===== config.mk =====
export PLATFORM = sky130hd
export DESIGN_NAME = dmem_port_arbiter
export DESIGN_NICKNAME = d
export VERILOG_FILES = /design/src/rtl/dmem_port_arbiter.sv
export SDC_FILE = /design/constraint.sdc
export NUM_CORES = 1
export LEC_CHECK = 0
export CORE_ASPECT_RATIO = 0.6
export CORE_MARGIN = 2
export CORE_UTILIZATION = 38
export DETAILED_ROUTE_END_ITERATION = 12
export GPL_ROUTABILITY_DRIVEN = 0
export MAX_ROUTING_LAYER = met4
export PLACE_DENSITY = 0.83
export SLEW_MARGIN = 25
export SYNTH_ARGS = -nofsm -noshare
export SYNTH_HDL_FRONTEND = slang
export SYNTH_SLANG_ARGS = --single-unit
export TNS_END_PERCENT = 100

===== constraint.sdc =====
create_clock -name clock -period 3.5 [get_ports clock]
set_input_delay 0.7 -clock clock [delete_from_list [all_inputs] [get_ports clock]]
set_output_delay 0.7 -clock clock [all_outputs]
set_load 0.005 [all_outputs]

===== src/rtl/dmem_port_arbiter.sv =====
// Purpose: shares the single-port dmem between the processor (priority) and the game peripheral.
// Latency: grant is combinational in the request cycle; G read data returns READ_LAT cycles after its grant.
// Backpressure: a deferred processor access raises p_stall; the peripheral holds g_req until g_gnt.
module dmem_port_arbiter #(
  parameter int ADDR_W   = 12,
  parameter int DATA_W   = 32,
  parameter int MAX_WAIT = 8,
  parameter int READ_LAT = 1
) (
  input  logic              clock,
  input  logic              reset,
  // processor side
  input  logic              p_req,
  input  logic              p_we,
  input  logic [ADDR_W-1:0] p_addr,
  input  logic [DATA_W-1:0] p_wdata,
  output logic              p_stall,
  output logic [DATA_W-1:0] p_rdata,
  // peripheral side
  input  logic              g_req,
  input  logic              g_we,
  input  logic [ADDR_W-1:0] g_addr,
  input  logic [DATA_W-1:0] g_wdata,
  output logic              g_gnt,
  output logic              g_rvalid,
  output logic [DATA_W-1:0] g_rdata,
  // dmem side
  output logic [ADDR_W-1:0] address_dmem,
  output logic [DATA_W-1:0] data,
  output logic              wren,
  input  logic [DATA_W-1:0] q_dmem
);

  // Counter must hold MAX_WAIT-1; one spare bit keeps the width safe for MAX_WAIT=1.
  localparam int CNT_W = $clog2(MAX_WAIT) + 1;
  localparam logic [CNT_W-1:0] CNT_MAX = CNT_W'(MAX_WAIT - 1);

  typedef enum logic [0:0] {
    ST_PRIO  = 1'b0,
    ST_FORCE = 1'b1
  } state_t;

  state_t             state_q;
  logic [CNT_W-1:0]   wait_cnt_q;
  logic [ADDR_W-1:0]  addr_q;
  logic [DATA_W-1:0]  data_q;
  logic [READ_LAT-1:0] tag_vld_q;
  logic [READ_LAT-1:0] tag_g_q;

  logic              p_grant;
  logic              g_grant;
  logic              any_grant;
  logic              g_lost;
  logic [CNT_W:0]    wait_inc;
  logic              hit_limit;
  logic [ADDR_W-1:0] mux_addr;
  logic [DATA_W-1:0] mux_wdata;
  logic              mux_we;
  logic              push_rd;

  // Grant decision: FORCE hands the port to G if it still wants it, otherwise P first, then G.
  // Everything is masked by reset so the dmem sees no access while reset is low.
  always_comb begin
    p_grant = 1'b0;
    g_grant = 1'b0;
    if (reset) begin
      if ((state_q == ST_FORCE) && g_req) begin
        g_grant = 1'b1;
      end else if (p_req) begin
        p_grant = 1'b1;
      end else if (g_req) begin
        g_grant = 1'b1;
      end
    end
  end

  assign any_grant = p_grant | g_grant;
  assign g_lost    = g_req & ~g_grant;
  assign wait_inc  = {1'b0, wait_cnt_q} + (CNT_W + 1)'(1);
  // The losing cycle that brings the counter to MAX_WAIT-1 is the last one G loses.
  assign hit_limit = (wait_inc >= {1'b0, CNT_MAX});

  // Starvation FSM: counts consecutive G losses in PRIO, forces one G grant, then returns.
  always_ff @(posedge clock or negedge reset) begin
    if (!reset) begin
      state_q    <= ST_PRIO;
      wait_cnt_q <= '0;
    end else begin
      case (state_q)
        ST_PRIO: begin
          if (g_lost) begin
            if (hit_limit) begin
              wait_cnt_q <= CNT_MAX;
              state_q    <= ST_FORCE;
            end else begin
              wait_cnt_q <= wait_inc[CNT_W-1:0];
            end
          end else begin
            // Either G was served or it is not asking (possibly an abort).
            wait_cnt_q <= '0;
          end
        end
        ST_FORCE: begin
          state_q    <= ST_PRIO;
          wait_cnt_q <= '0;
        end
        default: begin
          state_q    <= ST_PRIO;
          wait_cnt_q <= '0;
        end
      endcase
    end
  end

  // Request mux toward dmem, selected by the current owner.
  always_comb begin
    mux_addr  = addr_q;
    mux_wdata = data_q;
    mux_we    = 1'b0;
    if (p_grant) begin
      mux_addr  = p_addr;
      mux_wdata = p_wdata;
      mux_we    = p_we;
    end else if (g_grant) begin
      mux_addr  = g_addr;
      mux_wdata = g_wdata;
      mux_we    = g_we;
    end
  end

  // Remember the last driven address/data so the dmem bus is quiet on idle cycles.
  always_ff @(posedge clock or negedge reset) begin
    if (!reset) begin
      addr_q <= '0;
      data_q <= '0;
    end else if (any_grant) begin
      addr_q <= mux_addr;
      data_q <= mux_wdata;
    end
  end

  assign address_dmem = mux_addr;
  assign data         = mux_wdata;
  assign wren         = any_grant & mux_we;
  assign p_stall      = p_req & ~p_grant & reset;
  assign g_gnt        = g_grant;

  // Every granted read enters the tag pipe with its owner (1 = peripheral).
  assign push_rd = any_grant & ~mux_we;

  // Tag pipe aligned with the dmem read latency; reset drops any read still in flight.
  always_ff @(posedge clock or negedge reset) begin
    if (!reset) begin
      tag_vld_q <= '0;
      tag_g_q   <= '0;
    end else begin
      tag_vld_q[0] <= push_rd;
      tag_g_q[0]   <= g_grant;
      for (int i = 1; i < READ_LAT; i++) begin
        tag_vld_q[i] <= tag_vld_q[i-1];
        tag_g_q[i]   <= tag_g_q[i-1];
      end
    end
  end

  assign g_rvalid = tag_vld_q[READ_LAT-1] & tag_g_q[READ_LAT-1];
  assign g_rdata  = g_rvalid ? q_dmem : '0;
  // The processor samples read data on its own schedule.
  assign p_rdata  = q_dmem;

endmodule


-- Yosys cells after proc, flatten, opt, wreduce, memory -nomap -nowiden
Index checks and enable logic that the tools add are counted.
- register bits after elaboration: 51
- bits of input ports: 126
- output and inout port bits: 112
- word-level logic and storage cells: 40
- $add $sub $neg: 1
- $lt $le $gt $ge: 1
- muxes and demuxes: 20
- bitwise gates (word level): 11
- reductions and logical operators: 1
- operator list (kind ; count):
    32-bit two-way mux ; 3
    12-bit two-way mux ; 2
    1-bit two-way mux ; 11
    4-bit two-way mux ; 2
    4-bit one-hot mux with 2 select lines ; 1
    1-bit AND ; 6
    4-bit by 1-bit adder with 5-bit output, second input constant ; 1
    5-bit by 3-bit >= comparator with 1-bit output, second input constant ; 1
    1-bit NOT ; 4
    1-bit one-hot mux with 2 select lines ; 1
    1-bit logical AND ; 1
    1-bit OR ; 1

-- Logic depth before layout (Yosys ltp)
Gate-level depths: netlist of the first run.
- word-level depth: 8
- depth in mapped cells: 5
- gate-level depth less buffers: 5

-- Least setup slack after synthesis of the first run
No wires, ideal clock.
- kind: input port to output port
- start point: in p_req
- end point: out address_dmem[10]
- arrival time: 1.419 ns
- data required time: 2.800 ns
- setup slack: 1.381 ns
- stages on the path: 4
- buffers on the path: 1
- cell sequence: o21ai_2 clkbuf_1 and2_1 a221o_1
- cells in the longest elaborated chain, start to end: 5
- elaborated cells between the ends (all ways): 8
- those cells by class: mux: 8
- ends and longest elaborated chain (what ; RTL line ; source):
    start: declaration ; 13 ; input logic p_req,
    1-bit two-way mux ; 69 ; end else if (p_req) begin
    1-bit two-way mux ; 67 ; if ((state_q == ST_FORCE) && g_req) begin
    1-bit two-way mux ; 66 ; if (reset) begin
    12-bit two-way mux ; 124 ; end else if (g_grant) begin
    12-bit two-way mux (*) ; 120 ; if (p_grant) begin
    end: declaration ; 28 ; output logic [ADDR_W-1:0] address_dmem,
Mark *: on every way between the ends. The rest lies on a longest branch, timed or not.

-- Worst setup path in the final report of the first run
- start point: in p_req
- end point: out data[11]
- cells in the longest elaborated chain, start to end: 5
- elaborated cells between the ends (all ways): 8
- those cells by class: mux: 8
- ends and longest elaborated chain (what ; RTL line ; source):
    1-bit two-way mux ; 69 ;
    1-bit two-way mux ; 67 ;
    1-bit two-way mux ; 66 ;
    32-bit two-way mux ; 124 ;
    32-bit two-way mux (*) ; 120 ;
    end: declaration ; 29 ; output logic [DATA_W-1:0] data,
Marked as above.

==> flow_metrics.env, run 1 <==
export IMPL_io_pins=238
export IMPL_cts_hold_buf=0
export IMPL_timing_rr_end="wait_cnt_q[1]$_DFF_PN0_"
export IMPL_critPathTopFamily="buffers and inverters"
export IMPL_cts_made_buffers=5
export IMPL_finalCritPeriodShare_pct=95.7
export IMPL_route_antenna_remaining_nets=0
export IMPL_fp_dieW_um=125
export IMPL_end_kind="output port"
export IMPL_synth_ff_latch_count=51
export IMPL_power_frac_seq_pct=35.8
export IMPL_slew_violations=0
export IMPL_rsz0062_at_grt="no"
export IMPL_clkLatencyLatePin_ns=0.28
export IMPL_post_route_cells_drive_above_1_share_pct=4.31
export IMPL_setup_tns_ns=0
export IMPL_reg2reg_setup_slack_ns=1.83
export IMPL_setup_viol=0
export IMPL_cp_max_fo=45
export IMPL_grt_pass1_wl_mm=18.1
export IMPL_synthCells=316
export IMPL_crit_path_start="p_req"
export IMPL_start_kind="input port"
export IMPL_path_buf_inv=3
export IMPL_slowest_delay_ns=0.52
export IMPL_cts_tree="yes"
export IMPL_grt_antenna_before_repair=0
export IMPL_n_antenna_cell=0
export IMPL_arrival_ns=2.65
export IMPL_final_util_pct=66.8
export IMPL_yosys_area_top_type_share_pct=38.4
export IMPL_cts_sinks=51
export IMPL_ctsRootBufferMaster="clkbuf_16"
export IMPL_hold_class="flop to flop"
export IMPL_final_common_cell="clkdlybuf4s50_1"
export IMPL_yosys_warnings=0
export IMPL_drt_pass1_iterations=5
export IMPL_grt_pass1_vias=3390
export IMPL_overflow=0
export IMPL_netlist_area_mm2=0.00332
export IMPL_start_util_pct=39.1
export IMPL_reg2reg_depth=5
export IMPL_cts_resized=0
export IMPL_vias_per_cell=5.49
export IMPL_synth_edff_count=0
export IMPL_cp_required_ns=2.80
export IMPL_vias=3412
export IMPL_synthTopCellsByArea="dfrtp_1 38%, a221o_1 27%, and2_1 8.7%"
export IMPL_p_comb_share_pct=35.9
export IMPL_cpMostUsedCell="clkdlybuf4s50_1"
export IMPL_critPathCapture="data[11]"
export IMPL_p_per_area_mw_per_mm2=344
export IMPL_pwr_share_clk_pct=28.3
export IMPL_leakagePower_nw=2.39
export IMPL_wl_mm=11.5
export IMPL_cp_depth=6
export IMPL_rows=26
export IMPL_dp_hpwl_mm=8.80
export IMPL_synth_distinct_cells=33
export IMPL_async_flop_share_pct=100
export IMPL_n_fill_cell=674
export IMPL_min_period_ns=3.35
export IMPL_skew_ns=0.00775
export IMPL_worstMarginPinSlew_ns=0.801
export IMPL_post_cts_buffers=0
export IMPL_layout_common_cells="236 x clkdlybuf4s50_1, 88 x a221o_1, 51 x dfrtp_1"
export IMPL_synth_top_area_cell="dfrtp_1"
export IMPL_hold_viol_final=0
export IMPL_status="finished clean"
export IMPL_cp_slowest_cell="clkdlybuf4s50_1"
export IMPL_htree_num_levels=2
export IMPL_clock_path_buffers=2
export IMPL_p_sw_share_pct=25.6
export IMPL_slew_headroom_pct=46.6
export IMPL_drt_iter0_drc=276
export IMPL_avgSynthCellArea_um2=10.5
export IMPL_crit_path_cell_trace="clkdlybuf4s50_1 -> o21ai_2 -> buf_4 -> and2_1 -> a221o_1 -> clkdlybuf4s50_1"
export IMPL_grt_max_degree=63
export IMPL_die_area_mm2=0.00953
export IMPL_die_h_um=76.4
export IMPL_max_freq_ghz=0.299
export IMPL_fin_nets=637
export IMPL_wl_per_cell_um=18.4
export IMPL_area_growth_syn_to_layout_pct=70.8
export IMPL_syn_nets=444
export IMPL_ys_flop_type="dfrtp_1"
export IMPL_p_int_mw=1.45
export IMPL_drv_cap=0
export IMPL_core_area_mm2=0.00849
export IMPL_path_clk_slew_ns=0.07
export IMPL_vdd_drop_max_mv=0.321
export IMPL_track_usage_pct=24.1
export IMPL_reg2reg_from="wait_cnt_q[0]$_DFF_PN0_"
export IMPL_port_buffers=237
export IMPL_p_switching_uw=500
export IMPL_ys_seq_area_share_pct=38.4
export IMPL_drc=0
export IMPL_crit_type="input port to output port"
synthesized netlist by cell type, types with 3 or more instances:
library cell	number
buf_4	32
nor3_1	3
buf_6	9
a221o_1	88
and2_1	46
nand2_1	5
dfrtp_1	51
nor2_1	3
buf_2	9
clkbuf_1	10
and3_1	32
inv_1	3
sequential cells by signal, indices dropped and copies added, names as in the netlist:
name	flops
data_q	32
addr_q	12
wait_cnt_q	4
state_q	1
tag_g_q	1
tag_vld_q	1
tightest hold or removal path, delay by kind of cell (launching register included):
family	cells	cell delay (ns)
AND/OR/NAND/NOR	1	0.13
AO/OA/AOI/OAI	1	0.11
flip-flops	1	0.32
power by group through the flow:
stage | combinational [mW] | clock, mW | sequential [mW]
floorplan | 0.313 | 0 | 0.694
global placement | 0.687 | 0 | 0.706
detailed placement | 0.698 | 0 | 0.710
CTS | 0.706 | 0.567 | 0.699
global route | 0.758 | 0.586 | 0.710
finish | 0.701 | 0.553 | 0.700
layer usage:
layer	vias up	global-route usage, %	routed length [µm]
met5	-	-	0
li1	1616	-	-
met3	8	4.49	801
met2	142	40.5	5580
met1	1646	31.0	4990
met4	0	3.82	89
cells by family (layout without fill, tap and decap cells):
family / after synthesis / after routing / share of synthesized area (%)
and+or+nand+nor: 97 / 97 / 17.6
AOI/OAI and AO/OA: 101 / 101 / 29.7
DFF: 51 / 51 / 38.4
xor gates and xnor gates: 1 / 1 / 0.264
buffers and inverters: 63 / 257 / 13.1
other: 1 / 1 / 0.113
adders and majority gates: 2 / 2 / 0.753
final cells by class:
type / instances / area (µm²) / area share [%]
inverter: 3 / 11.3 / 0.198
sequential: 51 / 1280 / 22.5
multi-input combinational: 202 / 1620 / 28.5
clock inverter: 3 / 43.8 / 0.772
clock buffer: 5 / 125 / 2.21
timing repair buffer: 246 / 2460 / 43.4
tap: 112 / 140 / 2.47
worst min-delay path by stage:
| stage | end | start | cells past startpoint | slack, ns |
|---|---|---|---|---|
| CTS | data_q[14]$_DFFE_PN0P_ | data_q[14]$_DFFE_PN0P_ | 2 | 0.59 |
| floorplan | addr_q[0]$_DFFE_PN0P_ | reset | 0 | 0.40 |
| global placement | data_q[25]$_DFFE_PN0P_ | data_q[25]$_DFFE_PN0P_ | 2 | 0.57 |
| detailed placement | addr_q[10]$_DFFE_PN0P_ | addr_q[10]$_DFFE_PN0P_ | 2 | 0.56 |
| finish | data_q[26]$_DFFE_PN0P_ | data_q[26]$_DFFE_PN0P_ | 2 | 0.58 |
| global route | data_q[30]$_DFFE_PN0P_ | data_q[30]$_DFFE_PN0P_ | 2 | 0.62 |
per-stage QoR:
| stage | instances | power [mW] | setup slack [ns] | hold WS, ns | instance area (µm²) |
|---|---|---|---|---|---|
| 3_3_place_gp | 614 | 1.39 | 0.196 | 0.566 | 5510 |
| 3_5_place_dp | 614 | 1.41 | 0.155 | 0.563 | 5510 |
| 5_1_grt | 622 | 2.05 | 0.0261 | 0.616 | 5670 |
| 6_report | 622 | 1.95 | 0.152 | 0.585 | 5670 |
| 4_1_cts | 622 | 1.97 | 0.151 | 0.590 | 5670 |
| 2_1_floorplan | 316 | 1.01 | 1.38 | 0.404 | 3320 |
(Power assumes the default switching activity.)
==> run 2: changes to the inputs <==
--- a/config.mk
+++ b/config.mk
@@ -7,11 +7,12 @@
 export LEC_CHECK = 0
 export CORE_ASPECT_RATIO = 0.6
 export CORE_MARGIN = 2
-export CORE_UTILIZATION = 38
+export CORE_UTILIZATION = 45
 export DETAILED_ROUTE_END_ITERATION = 12
+export DONT_BUFFER_PORTS = 1
 export GPL_ROUTABILITY_DRIVEN = 0
 export MAX_ROUTING_LAYER = met4
-export PLACE_DENSITY = 0.83
+export PLACE_DENSITY = 0.56
 export SLEW_MARGIN = 25
 export SYNTH_ARGS = -nofsm -noshare
 export SYNTH_HDL_FRONTEND = slang
==> constraint.sdc (replaced) <==
create_clock -name clock -period 3.3 [get_ports clock]
set_input_delay 0.66 -clock clock [delete_from_list [all_inputs] [get_ports clock]]
set_output_delay 0.66 -clock clock [all_outputs]
set_load 0.005 [all_outputs]
==> run 2 against run 1 <==
  * Via count decreased by 30%
  * Worst hold slack got worse by 0.52 ns
  * Die area decreased by 15%
  * Clock skew decreased by 0.0014 ns
  * Global-route usage decreased by 7.0 points
  * Critical endpoint is now data[29]
  * Largest power group is now registers
==> flow_metrics.env, run 2 (same netlist as run 1, synthesis figures left out) <==
export IMPL_max_freq_ghz=0.402
export IMPL_cts_tree="yes"
export IMPL_grt_antenna_before_repair=0
export IMPL_wl_per_cell_um=20.2
export IMPL_vdd_drop_max_mv=0.209
export IMPL_route_antenna_remaining_nets=0
export IMPL_rsz0062_at_grt="no"
export IMPL_busiest_layer="met1"
export IMPL_dp_hpwl_mm=5.30
export IMPL_reg2reg_depth=4
export IMPL_p_per_area_mw_per_mm2=514
export IMPL_htree_num_levels=2
export IMPL_grt_pass1_wl_mm=10.4
export IMPL_fin_nets=396
export IMPL_cts_resized=0
export IMPL_regMostFlops="data_q"
export IMPL_post_route_worst_setup_slack_ns=0.812
export IMPL_port_buffers=0
export IMPL_finalCritPeriodShare_pct=75.4
export IMPL_end_kind="output port"
export IMPL_critPathCapture="data[29]"
export IMPL_timing_rr_end="wait_cnt_q[1]$_DFF_PN0_"
export IMPL_leakagePower_nw=1.47
export IMPL_crit_type="flop to output port"
export IMPL_crit_path_start="state_q$_DFF_PN0_"
export IMPL_slew_violations=0
export IMPL_grt_pass1_vias=2052
export IMPL_die_h_um=70.6
export IMPL_core_area_mm2=0.00721
export IMPL_post_route_cells_drive_above_1_share_pct=6.32
export IMPL_fin_cells=360
export IMPL_track_usage_pct=17.1
export IMPL_path_clk_slew_ns=0.07
export IMPL_post_cts_buffers=0
export IMPL_final_common_cell="a221o_1"
export IMPL_clkLatencyLatePin_ns=0.28
export IMPL_wl_mm=7.26
export IMPL_reg2reg_setup_slack_ns=1.62
export IMPL_clock_path_buffers=2
export IMPL_cts_sinks=51
export IMPL_met3_usage_pct=4.54
export IMPL_met1_usage_pct=27.5
export IMPL_grt_use_met2_pct=21.0
export IMPL_setup_tns_ns=0
export IMPL_die_area_mm2=0.00811
export IMPL_drc=0
export IMPL_setup_viol=0
export IMPL_hold_viol_final=0
export IMPL_place_ws_ns=0.876
export IMPL_skew_ns=0.00636
export IMPL_cp_required_ns=2.64
export IMPL_area_growth_syn_to_layout_pct=-2.37
export IMPL_reg2reg_from="wait_cnt_q[0]$_DFF_PN0_"
export IMPL_start_kind="flop"
export IMPL_layout_common_cells="88 x a221o_1, 51 x dfrtp_1, 46 x and2_1"
export IMPL_cts_made_buffers=5
export IMPL_vias_per_cell=6.68
export IMPL_worstMarginPinSlew_ns=0.687
export IMPL_start_util_pct=46.1
export IMPL_drv_cap=0
export IMPL_cp_max_fo=74
export IMPL_slew_headroom_pct=54.2
export IMPL_n_antenna_cell=0
export IMPL_drt_iter0_drc=208
export IMPL_vias=2404
export IMPL_largest_reg_flops=32
export IMPL_ctsRootBufferMaster="clkbuf_16"
export IMPL_n_fill_cell=668
export IMPL_min_period_ns=2.49
export IMPL_final_util_pct=45.0
export IMPL_grt_max_degree=75
export IMPL_largestRegisters="data_q (32), addr_q (12), wait_cnt_q (4)"
export IMPL_rows=24
export IMPL_status="finished clean"
export IMPL_hold_class="input port to async pin"
export IMPL_cts_hold_buf=0
export IMPL_drt_pass1_iterations=4
export IMPL_overflow=0
export IMPL_io_pins=238
export IMPL_fp_dieW_um=115
export IMPL_dp_cells=352
export IMPL_arrival_ns=1.83
==> run 2: stage by stage <==
stage,instance area (µm²),total power [mW],hold WS [ns]
2_1_floorplan,3320,1.07,0.364
3_3_place_gp,3070,1.09,0.366
3_5_place_dp,3070,1.09,0.366
4_1_cts,3240,1.69,0.0598
5_1_grt,3240,1.76,0.0470
6_report,3240,1.67,0.0678
==> run 2: power by group <==
part	switching, mW	total [mW]	internal (mW)
clock network	0.215	0.592	0.377
logic	0.165	0.336	0.172
registers	0.0316	0.739	0.708
==> run 2: layout make-up <==
class | count | area, µm² | area share, %
Sequential cell | 51 | 1280 | 39.4
Timing Repair Buffer | 5 | 50.0 | 1.54
Tap cell | 91 | 114 | 3.51
Multi-Input combinational cell | 202 | 1620 | 49.9
Inverter | 3 | 11.3 | 0.347
Clock inverter | 2 | 35.0 | 1.08
Clock buffer | 6 | 139 | 4.28
==> run 2: layer usage <==
layer	vias up	wire, µm
li1	1126	-
met2	112	2920
met1	1164	3680
met5	-	0
met3	2	635
met4	0	23
==> run 2: worst min path at each step <==
stage / cells past startpoint / slack [ns] / from / end
6_report: 0 / 0.07 / reset / data_q[22]$_DFFE_PN0P_
5_1_grt: 0 / 0.05 / reset / data_q[22]$_DFFE_PN0P_
4_1_cts: 0 / 0.06 / reset / data_q[22]$_DFFE_PN0P_
3_5_place_dp: 0 / 0.37 / reset / data_q[22]$_DFFE_PN0P_
3_3_place_gp: 0 / 0.37 / reset / data_q[22]$_DFFE_PN0P_
2_1_floorplan: 0 / 0.36 / reset / addr_q[0]$_DFFE_PN0P_
==> run 2: worst max-delay path, cell delays in order (launching register included) <==
cell and delay, ns:
dfrtp_1 0.43, inv_1 0.10, a21oi_4 0.13, buf_4 0.56, a221o_1 0.29
